`config.mk`:
```
export PLATFORM = sky130hd
export DESIGN_NAME = tlul_host_initiator
export DESIGN_NICKNAME = d
export VERILOG_FILES = /design/src/rtl/tlul_host_initiator.sv
export SDC_FILE = /design/constraint.sdc
export NUM_CORES = 1
export LEC_CHECK = 0
export ABC_AREA = 1
export BUFFER_PORTS_ARGS = -buffer_cell sky130_fd_sc_hd__buf_4
export CAP_MARGIN = 15
export CORE_MARGIN = 5
export CORE_UTILIZATION = 47
export CTS_CLUSTER_SIZE = 30
export DETAILED_ROUTE_END_ITERATION = 16
export PLACE_DENSITY = 0.95
export SLEW_MARGIN = 10
export SYNTH_ARGS = -nofsm -noshare
export SYNTH_HDL_FRONTEND = slang
export SYNTH_SLANG_ARGS = --single-unit
```
`constraint.sdc`:
```
create_clock -name clk -period 2.2 [get_ports clk]
set_input_delay 0.22 -clock clk [delete_from_list [all_inputs] [get_ports clk]]
set_output_delay 0.22 -clock clk [all_outputs]
set_load 0.02 [all_outputs]
```
`src/rtl/tlul_host_initiator.sv`:
```
// TL-UL host initiator: valid/ready register access to TL-UL A/D channels.
// Optional response watchdog enabled by defining TLUL_HOST_TIMEOUT_EN.
package tlul_pkg;

  localparam logic [2:0] OpPutFull    = 3'd0;
  localparam logic [2:0] OpPutPartial = 3'd1;
  localparam logic [2:0] OpGet        = 3'd4;
  localparam logic [2:0] OpAccessAck  = 3'd0;
  localparam logic [2:0] OpAckData    = 3'd1;

  typedef struct packed {
    logic        a_valid;
    logic [2:0]  a_opcode;
    logic [2:0]  a_param;
    logic [1:0]  a_size;
    logic [7:0]  a_source;
    logic [31:0] a_address;
    logic [3:0]  a_mask;
    logic [31:0] a_data;
    logic [15:0] a_user;
    logic        d_ready;
  } tl_h2d_t;

  typedef struct packed {
    logic        d_valid;
    logic [2:0]  d_opcode;
    logic [2:0]  d_param;
    logic [1:0]  d_size;
    logic [7:0]  d_source;
    logic        d_sink;
    logic [31:0] d_data;
    logic [15:0] d_user;
    logic        d_error;
    logic        a_ready;
  } tl_d2h_t;

endpackage

module tlul_host_initiator
  import tlul_pkg::*;
#(
  parameter int unsigned MaxOutstanding = 4,
  parameter logic [7:0]  SourceBase     = 8'd0,
  parameter int unsigned TimeoutCycles  = 1024
) (
  input  logic        clk,
  input  logic        rst,
  input  logic        req_valid_i,
  output logic        req_ready_o,
  input  logic        req_we_i,
  input  logic [31:0] req_addr_i,
  input  logic [31:0] req_wdata_i,
  input  logic [3:0]  req_be_i,
  output logic        rsp_valid_o,
  input  logic        rsp_ready_i,
  output logic [31:0] rsp_rdata_o,
  output logic        rsp_err_o,
  output logic [7:0]  rsp_source_o,
  output tl_h2d_t     tl_o,
  input  tl_d2h_t     tl_i,
  output logic        busy_o,
  output logic [7:0]  stray_cnt_o,
  output logic        timeout_o
);

  localparam int unsigned MO = MaxOutstanding;

  logic          a_valid_q, a_valid_d;
  logic [2:0]    a_opcode_q, a_opcode_d;
  logic [7:0]    a_source_q, a_source_d;
  logic [31:0]   a_address_q, a_address_d;
  logic [3:0]    a_mask_q, a_mask_d;
  logic [31:0]   a_data_q, a_data_d;
  logic [MO-1:0] pending_q, pending_d;
  logic [MO-1:0] exp_data_q, exp_data_d;
  logic          rsp_valid_q, rsp_valid_d;
  logic [31:0]   rsp_rdata_q, rsp_rdata_d;
  logic          rsp_err_q, rsp_err_d;
  logic [7:0]    rsp_source_q, rsp_source_d;
  logic [7:0]    stray_q, stray_d;
  logic          to_d;

  logic          req_ready, req_acc;
  logic          d_ready, d_acc;
  logic [7:0]    d_idx, alloc_idx;
  logic          free_found;
  logic [MO-1:0] hit_vec, alloc_vec;
  logic          hit, exp_hit, got_data;

  always_comb begin
    free_found = 1'b0;
    alloc_idx  = 8'd0;
    for (int i = 0; i < int'(MO); i++) begin
      if (!pending_q[i] && !free_found) begin
        free_found = 1'b1;
        alloc_idx  = 8'(i);
      end
    end
  end

  assign req_ready = !a_valid_q && !(&pending_q);
  assign req_acc   = req_valid_i && req_ready;
  assign d_ready   = !rst && (!rsp_valid_q || rsp_ready_i);
  assign d_acc     = tl_i.d_valid && d_ready;
  assign d_idx     = tl_i.d_source - SourceBase;
  assign got_data  = (tl_i.d_opcode == OpAckData);

  always_comb begin
    hit_vec   = '0;
    alloc_vec = '0;
    for (int i = 0; i < int'(MO); i++) begin
      hit_vec[i]   = d_acc && (d_idx == 8'(i)) && pending_q[i];
      alloc_vec[i] = req_acc && (alloc_idx == 8'(i));
    end
  end

  assign hit     = |hit_vec;
  assign exp_hit = |(hit_vec & exp_data_q);

`ifdef TLUL_HOST_TIMEOUT_EN
  localparam logic [15:0] WdLast = 16'(TimeoutCycles - 1);
  logic [15:0] wd_q, wd_d;
  logic        to_q;
  logic        wd_fire;

  always_comb begin
    wd_d    = 16'd0;
    wd_fire = 1'b0;
    if ((|pending_q) && !d_acc) begin
      if (wd_q == WdLast) wd_fire = 1'b1;
      else                wd_d    = wd_q + 16'd1;
    end
  end
`else
  logic wd_fire;
  assign wd_fire = 1'b0;
`endif

  always_comb begin
    a_valid_d   = a_valid_q;
    a_opcode_d  = a_opcode_q;
    a_source_d  = a_source_q;
    a_address_d = a_address_q;
    a_mask_d    = a_mask_q;
    a_data_d    = a_data_q;
    if (req_acc) begin
      a_valid_d   = 1'b1;
      a_source_d  = SourceBase + alloc_idx;
      a_address_d = {req_addr_i[31:2], 2'b00};
      a_mask_d    = req_we_i ? req_be_i : 4'hF;
      a_data_d    = req_we_i ? req_wdata_i : 32'd0;
      if (!req_we_i)              a_opcode_d = OpGet;
      else if (req_be_i == 4'hF)  a_opcode_d = OpPutFull;
      else                        a_opcode_d = OpPutPartial;
    end else if (a_valid_q && tl_i.a_ready) begin
      a_valid_d = 1'b0;
    end

    // Retired sources stay unavailable to the allocator until next cycle.
    pending_d  = (pending_q & ~hit_vec) | alloc_vec;
    if (wd_fire) pending_d = alloc_vec;
    exp_data_d = (exp_data_q & ~alloc_vec) | (alloc_vec & {MO{!req_we_i}});
    to_d       = wd_fire;

    rsp_valid_d  = rsp_valid_q;
    rsp_rdata_d  = rsp_rdata_q;
    rsp_err_d    = rsp_err_q;
    rsp_source_d = rsp_source_q;
    if (hit) begin
      rsp_valid_d  = 1'b1;
      rsp_rdata_d  = got_data ? tl_i.d_data : 32'd0;
      rsp_err_d    = tl_i.d_error || (exp_hit != got_data);
      rsp_source_d = tl_i.d_source;
    end else if (rsp_ready_i) begin
      rsp_valid_d = 1'b0;
    end

    stray_d = stray_q;
    if (d_acc && !hit && stray_q != 8'hFF) stray_d = stray_q + 8'd1;
  end

  always_ff @(posedge clk) begin
    if (rst) begin
      a_valid_q    <= 1'b0;
      a_opcode_q   <= 3'd0;
      a_source_q   <= 8'd0;
      a_address_q  <= 32'd0;
      a_mask_q     <= 4'd0;
      a_data_q     <= 32'd0;
      pending_q    <= '0;
      exp_data_q   <= '0;
      rsp_valid_q  <= 1'b0;
      rsp_rdata_q  <= 32'd0;
      rsp_err_q    <= 1'b0;
      rsp_source_q <= 8'd0;
      stray_q      <= 8'd0;
    end else begin
      a_valid_q    <= a_valid_d;
      a_opcode_q   <= a_opcode_d;
      a_source_q   <= a_source_d;
      a_address_q  <= a_address_d;
      a_mask_q     <= a_mask_d;
      a_data_q     <= a_data_d;
      pending_q    <= pending_d;
      exp_data_q   <= exp_data_d;
      rsp_valid_q  <= rsp_valid_d;
      rsp_rdata_q  <= rsp_rdata_d;
      rsp_err_q    <= rsp_err_d;
      rsp_source_q <= rsp_source_d;
      stray_q      <= stray_d;
    end
  end

`ifdef TLUL_HOST_TIMEOUT_EN
  always_ff @(posedge clk) begin
    if (rst) begin
      wd_q <= 16'd0;
      to_q <= 1'b0;
    end else begin
      wd_q <= wd_d;
      to_q <= to_d;
    end
  end
  assign timeout_o = to_q;
`else
  logic unused_to;
  assign unused_to = to_d;
  assign timeout_o = 1'b0;
`endif

  always_comb begin
    tl_o           = '0;
    tl_o.a_valid   = a_valid_q;
    tl_o.a_opcode  = a_opcode_q;
    tl_o.a_param   = 3'd0;
    tl_o.a_size    = 2'd2;
    tl_o.a_source  = a_source_q;
    tl_o.a_address = a_address_q;
    tl_o.a_mask    = a_mask_q;
    tl_o.a_data    = a_data_q;
    tl_o.a_user    = 16'd0;
    tl_o.d_ready   = d_ready;
  end

  assign req_ready_o  = req_ready;
  assign rsp_valid_o  = rsp_valid_q;
  assign rsp_rdata_o  = rsp_rdata_q;
  assign rsp_err_o    = rsp_err_q;
  assign rsp_source_o = rsp_source_q;
  assign busy_o       = (|pending_q) || a_valid_q;
  assign stray_cnt_o  = stray_q;

  logic unused_in;
  assign unused_in = ^{req_addr_i[1:0], tl_i.d_param, tl_i.d_size,
                       tl_i.d_sink, tl_i.d_user};

endmodule

```
==> summary.md <==
| Metric | Value |
|---|---|
| Total I/O pin count | a little under 300 |
| Class of the tightest hold or removal check | primary input to register |
| Post-route ant nets | 0 |
| Maximum number of pins on one net before global-route repair | 92 |
| DRC errors left | 0 |
| Critical path start-end classification | register to register |
| Drt pass-1 iters | 6 |
| DP HPWL | between 10 and 15 mm |
| Grt ovf | 0 |
| Maximum ir drop on the vdd rail | 0.5611 mV |
| Reg power frac | 39.4% |
| Share of Yosys cell area claimed by the top area cell type | 50.05% |
| Number of flops mapped to enable cells by yosys | 0 |
| Initial standard-cell utilization of the core | a little under half |
| Final slew viol count | 0 |
| Cells taking the most area after synthesis | sky130_fd_sc_hd__dfxtp_1 (50%), sky130_fd_sc_hd__nand2_1 (8.1%), sky130_fd_sc_hd__a21oi_1 (7.8%) |
| Post-CTS setup buffers | 0 |
| Area of the core | 10,790 um^2 |
| Placed Instance Area | around 6800 um^2 |
| Top cells by instance count after synthesis | sky130_fd_sc_hd__dfxtp_1 (129), sky130_fd_sc_hd__nand2_1 (111), sky130_fd_sc_hd__nor2_1 (95) |
| Power per cell area | 741.5 nW/um^2 |
| Outcome | completed |
| Die extent in y | roughly 110 um |
| Wire length of the first global-routing pass | 29.10 mm |
| Number of resized instances in the post-cts repair step | 0 |
| Post-route worst hold slack | between 0.015 and 0.02 ns |
| Finished Cell Area | 8429 um^2 |
| Worst Setup End Kind | register |
| Number of vias per cell after detailed routing | 5.234 |
| Clock-pin slew on the worst setup and hold paths | 0.06 ns |
| Setup-failing EPs final | 0 |
| Number of cell rows | 38 |
| Die Footprint | 13,170 um^2 |
| Unrepaired setup endpoints after global routing | no |
| Most common cell in the netlist | sky130_fd_sc_hd__dfxtp_1 |
| Total global-route track usage | between 20% and 30% |
| Clock period minus final worst setup slack | 1.923 ns |
| # hold bufs at CTS | 97 |
| Share of cells above drive strength 1 | 31.60% |
| Achievable Freq | roughly 520 MHz |
| Critical path peak fanout | 37 |
| Largest incremental delay on the critical path | 0.49 ns |
| Final wirelength | 18.88 mm |
| Largest area contributor in the netlist | sky130_fd_sc_hd__dfxtp_1 |
| P_sw | around 1.5 mW |
| Aggregate negative setup slack | 0 ns |
| Commonest register cell after synthesis | sky130_fd_sc_hd__dfxtp_1 |
| Clock latency at the later pin of the worst-skew pair | 0.50 ns |
| Combinational Power Share | 13.9% |
| Total number of clock tree sinks | 129 |
| Number of fill cells in the layout | 642 |
| Number of distinct standard cells referenced by the synthesized netlist | 36 |
| Maximum level of the CTS H-tree | 4 |
| Number of global-route vias before repair | 5,792 |
| Pin slew with the least headroom to its limit | 0.9875 ns |
| Global placement routability congestion | 0.8440 |
| Worst max-slew margin expressed relative to the limit | 34.17% |
| Number of buffers created by CTS | 17 |
| Signal arrival time at the worst endpoint | 2.26 ns |
| Via Count | 5,768 |
| Post-synthesis sequential element count | 129 |
| Endpoints failing hold | 0 |
| Final setup skew | 0.01903 ns |
| Portion of total power attributed to the clock network | 46.7% |
| Required time of the critical path | around 2.5 ns |
| Syn Std Cell Area | around 5200 um^2 |
| YS warnings | 0 |
| Gate count of the mapped netlist | 627 |
| PortBufs | 240 |
| Root buffer selected by CTS | sky130_fd_sc_hd__clkbuf_8 |
| Width of the die | 114.8 um |
| DRT iter0 DRCs | around 380 |
| Post-Synthesis Mean Instance Area | 8.230 um^2 |
| Fraction of registers with async set or reset after synthesis | 0% |
| Ratio of final minimum period to clock period | 87.40% |
| WL per Instance | 17.13 um |
| Initial antenna violation count | 2 |
| NumNets Final | 1,089 |
| Power Internal | 4.705 mW |
| Clock tree from TritonCTS | done |
| Sequential cell area fraction in the yosys report | 50.05% |
| Switching share of power | about a quarter |
| Worst path bufs/invs | 1 |
| Static leakage | 3.912 nW |
| Kind of cell with the highest combined delay on the critical path | simple AND/OR/NAND/NOR gates |
| Nature of the critical path startpoint | register |
| Maximum Capacitance Violations | 0 |
| Critical path cell sequence | nand2_2 -> nor2_2 -> a21oi_4 -> nand2_4 -> nor2_8 -> inv_1 -> o22ai_1 -> nor2_1 |
| Maximum number of buffers from clock root to sink | 2 |
| Synth-to-layout area growth | 63.36% |
| Slowest CP cell | sky130_fd_sc_hd__nor2_8 |
[layout by cell type, fill, tap and decap left out, types with 4 or more instances in the layout]
cell                            synthesis  layout
sky130_fd_sc_hd__clkbuf_16              0      16
sky130_fd_sc_hd__clkinvlp_4             0       5
sky130_fd_sc_hd__nand2_1              111     111
sky130_fd_sc_hd__a22oi_1               31      31
sky130_fd_sc_hd__bufinv_16              0       4
sky130_fd_sc_hd__nor2_1                95      95
sky130_fd_sc_hd__inv_1                 13      13
sky130_fd_sc_hd__o21ai_1               31      31
sky130_fd_sc_hd__conb_1                 2      31
sky130_fd_sc_hd__nand3_1               10      10
sky130_fd_sc_hd__a21oi_1               80      80
sky130_fd_sc_hd__buf_4                 34     246
sky130_fd_sc_hd__dlygate4sd3_1          0      97
sky130_fd_sc_hd__o21ai_0                6       6
sky130_fd_sc_hd__nand4_1                4       4
sky130_fd_sc_hd__xor2_1                 4       4
sky130_fd_sc_hd__nor3_1                 4       4
sky130_fd_sc_hd__nor2_2                 4       4
sky130_fd_sc_hd__dfxtp_1              129     129
[state kept, by name (all words and copies together), names as in the netlist, 4 cells and up, named ones only]
| register | count |
|---|---|
| a_data_q | 32 |
| rsp_rdata_o | 32 |
| a_address_q | 30 |
| rsp_source_o | 8 |
| stray_cnt_o | 8 |
| a_mask_q | 4 |
| pending_q | 4 |
[worst paths after layout]
check                           slack, ns               to             from  cells past startpoint
worst max-delay path                 0.28      a_mask_q[0]     pending_q[1]                      8
worst min-delay path                 0.02  rsp_rdata_o[29]         tl_i[47]                      3
worst max register to register       0.28      a_mask_q[0]     pending_q[1]                      8
worst min register to register       0.44  rsp_source_o[2]  rsp_source_o[2]                      2
[final cells by class]
cell class                 instances  area, um^2  share of cell area [%]
timing repair buffer             344        2838                   33.66
sequential                       129        2582                   30.64
multi-input combinational        438        2142                   25.41
clock buffer                      19       431.7                   5.121
clock inverter                    12       183.9                   2.182
tap                              140       175.2                   2.078
inverter                          17       68.82                  0.8164
antenna                            3       7.507                 0.08906
[worst min-delay path, delay by kind of cell]
kind	cells	cell delay, ns
AND/OR/NAND/NOR	1	0.11
buffers and inverters	1	0.08
AO/OA/AOI/OAI	1	0.05
[power by group through the flow]
stage | logic (mW) | clock network (mW) | registers [mW]
2_1_floorplan | 0.332 | 0 | 2.59
3_3_place_gp | 0.686 | 0 | 2.51
3_5_place_dp | 0.697 | 0 | 2.51
4_1_cts | 0.841 | 2.95 | 2.46
5_1_grt | 0.925 | 3.07 | 2.47
6_report | 0.870 | 2.92 | 2.46
[logic make-up (layout without fill, tap and decap cells)]
kind of cell | after synthesis | count (layout) | synth area share [%]
adders and majority gates | 1 | 1 | 0.2424
and+or+nand+nor | 242 | 242 | 20.17
other | 2 | 34 | 0.1455
DFF | 129 | 129 | 50.05
xor gates and xnor gates | 6 | 6 | 1.018
buffers and inverters | 89 | 392 | 10.65
AOI/OAI and AO/OA | 158 | 158 | 17.73
[metrics by stage]
| stage | instances | total power, mW | setup WS (ns) | utilization, % |
|---|---|---|---|---|
| floorplan | 656 | 2.922 | 0.7213 | - |
| global placement | 971 | 3.193 | 0.3361 | 63.33 |
| CTS | 1099 | 6.248 | 0.3204 | 78.03 |
| detailed placement | 971 | 3.208 | 0.3235 | 63.33 |
| finish | 1102 | 6.250 | 0.2772 | 78.10 |
| global route | 1101 | 6.466 | 0.1089 | 78.08 |
[metal layers]
| metal | vias up | GRT usage, % | share of wire, % |
|---|---|---|---|
| met2 | 317 | 48.20 | 51 |
| met3 | 87 | 7.105 | 7.8 |
| met1 | 2700 | 30.47 | 36 |
| met4 | 0 | 16.98 | 5.5 |
| met5 | - | 0 | 0 |
| li1 | 2664 | - | - |
No activity file was read; power rests on OpenSTA's default activity.
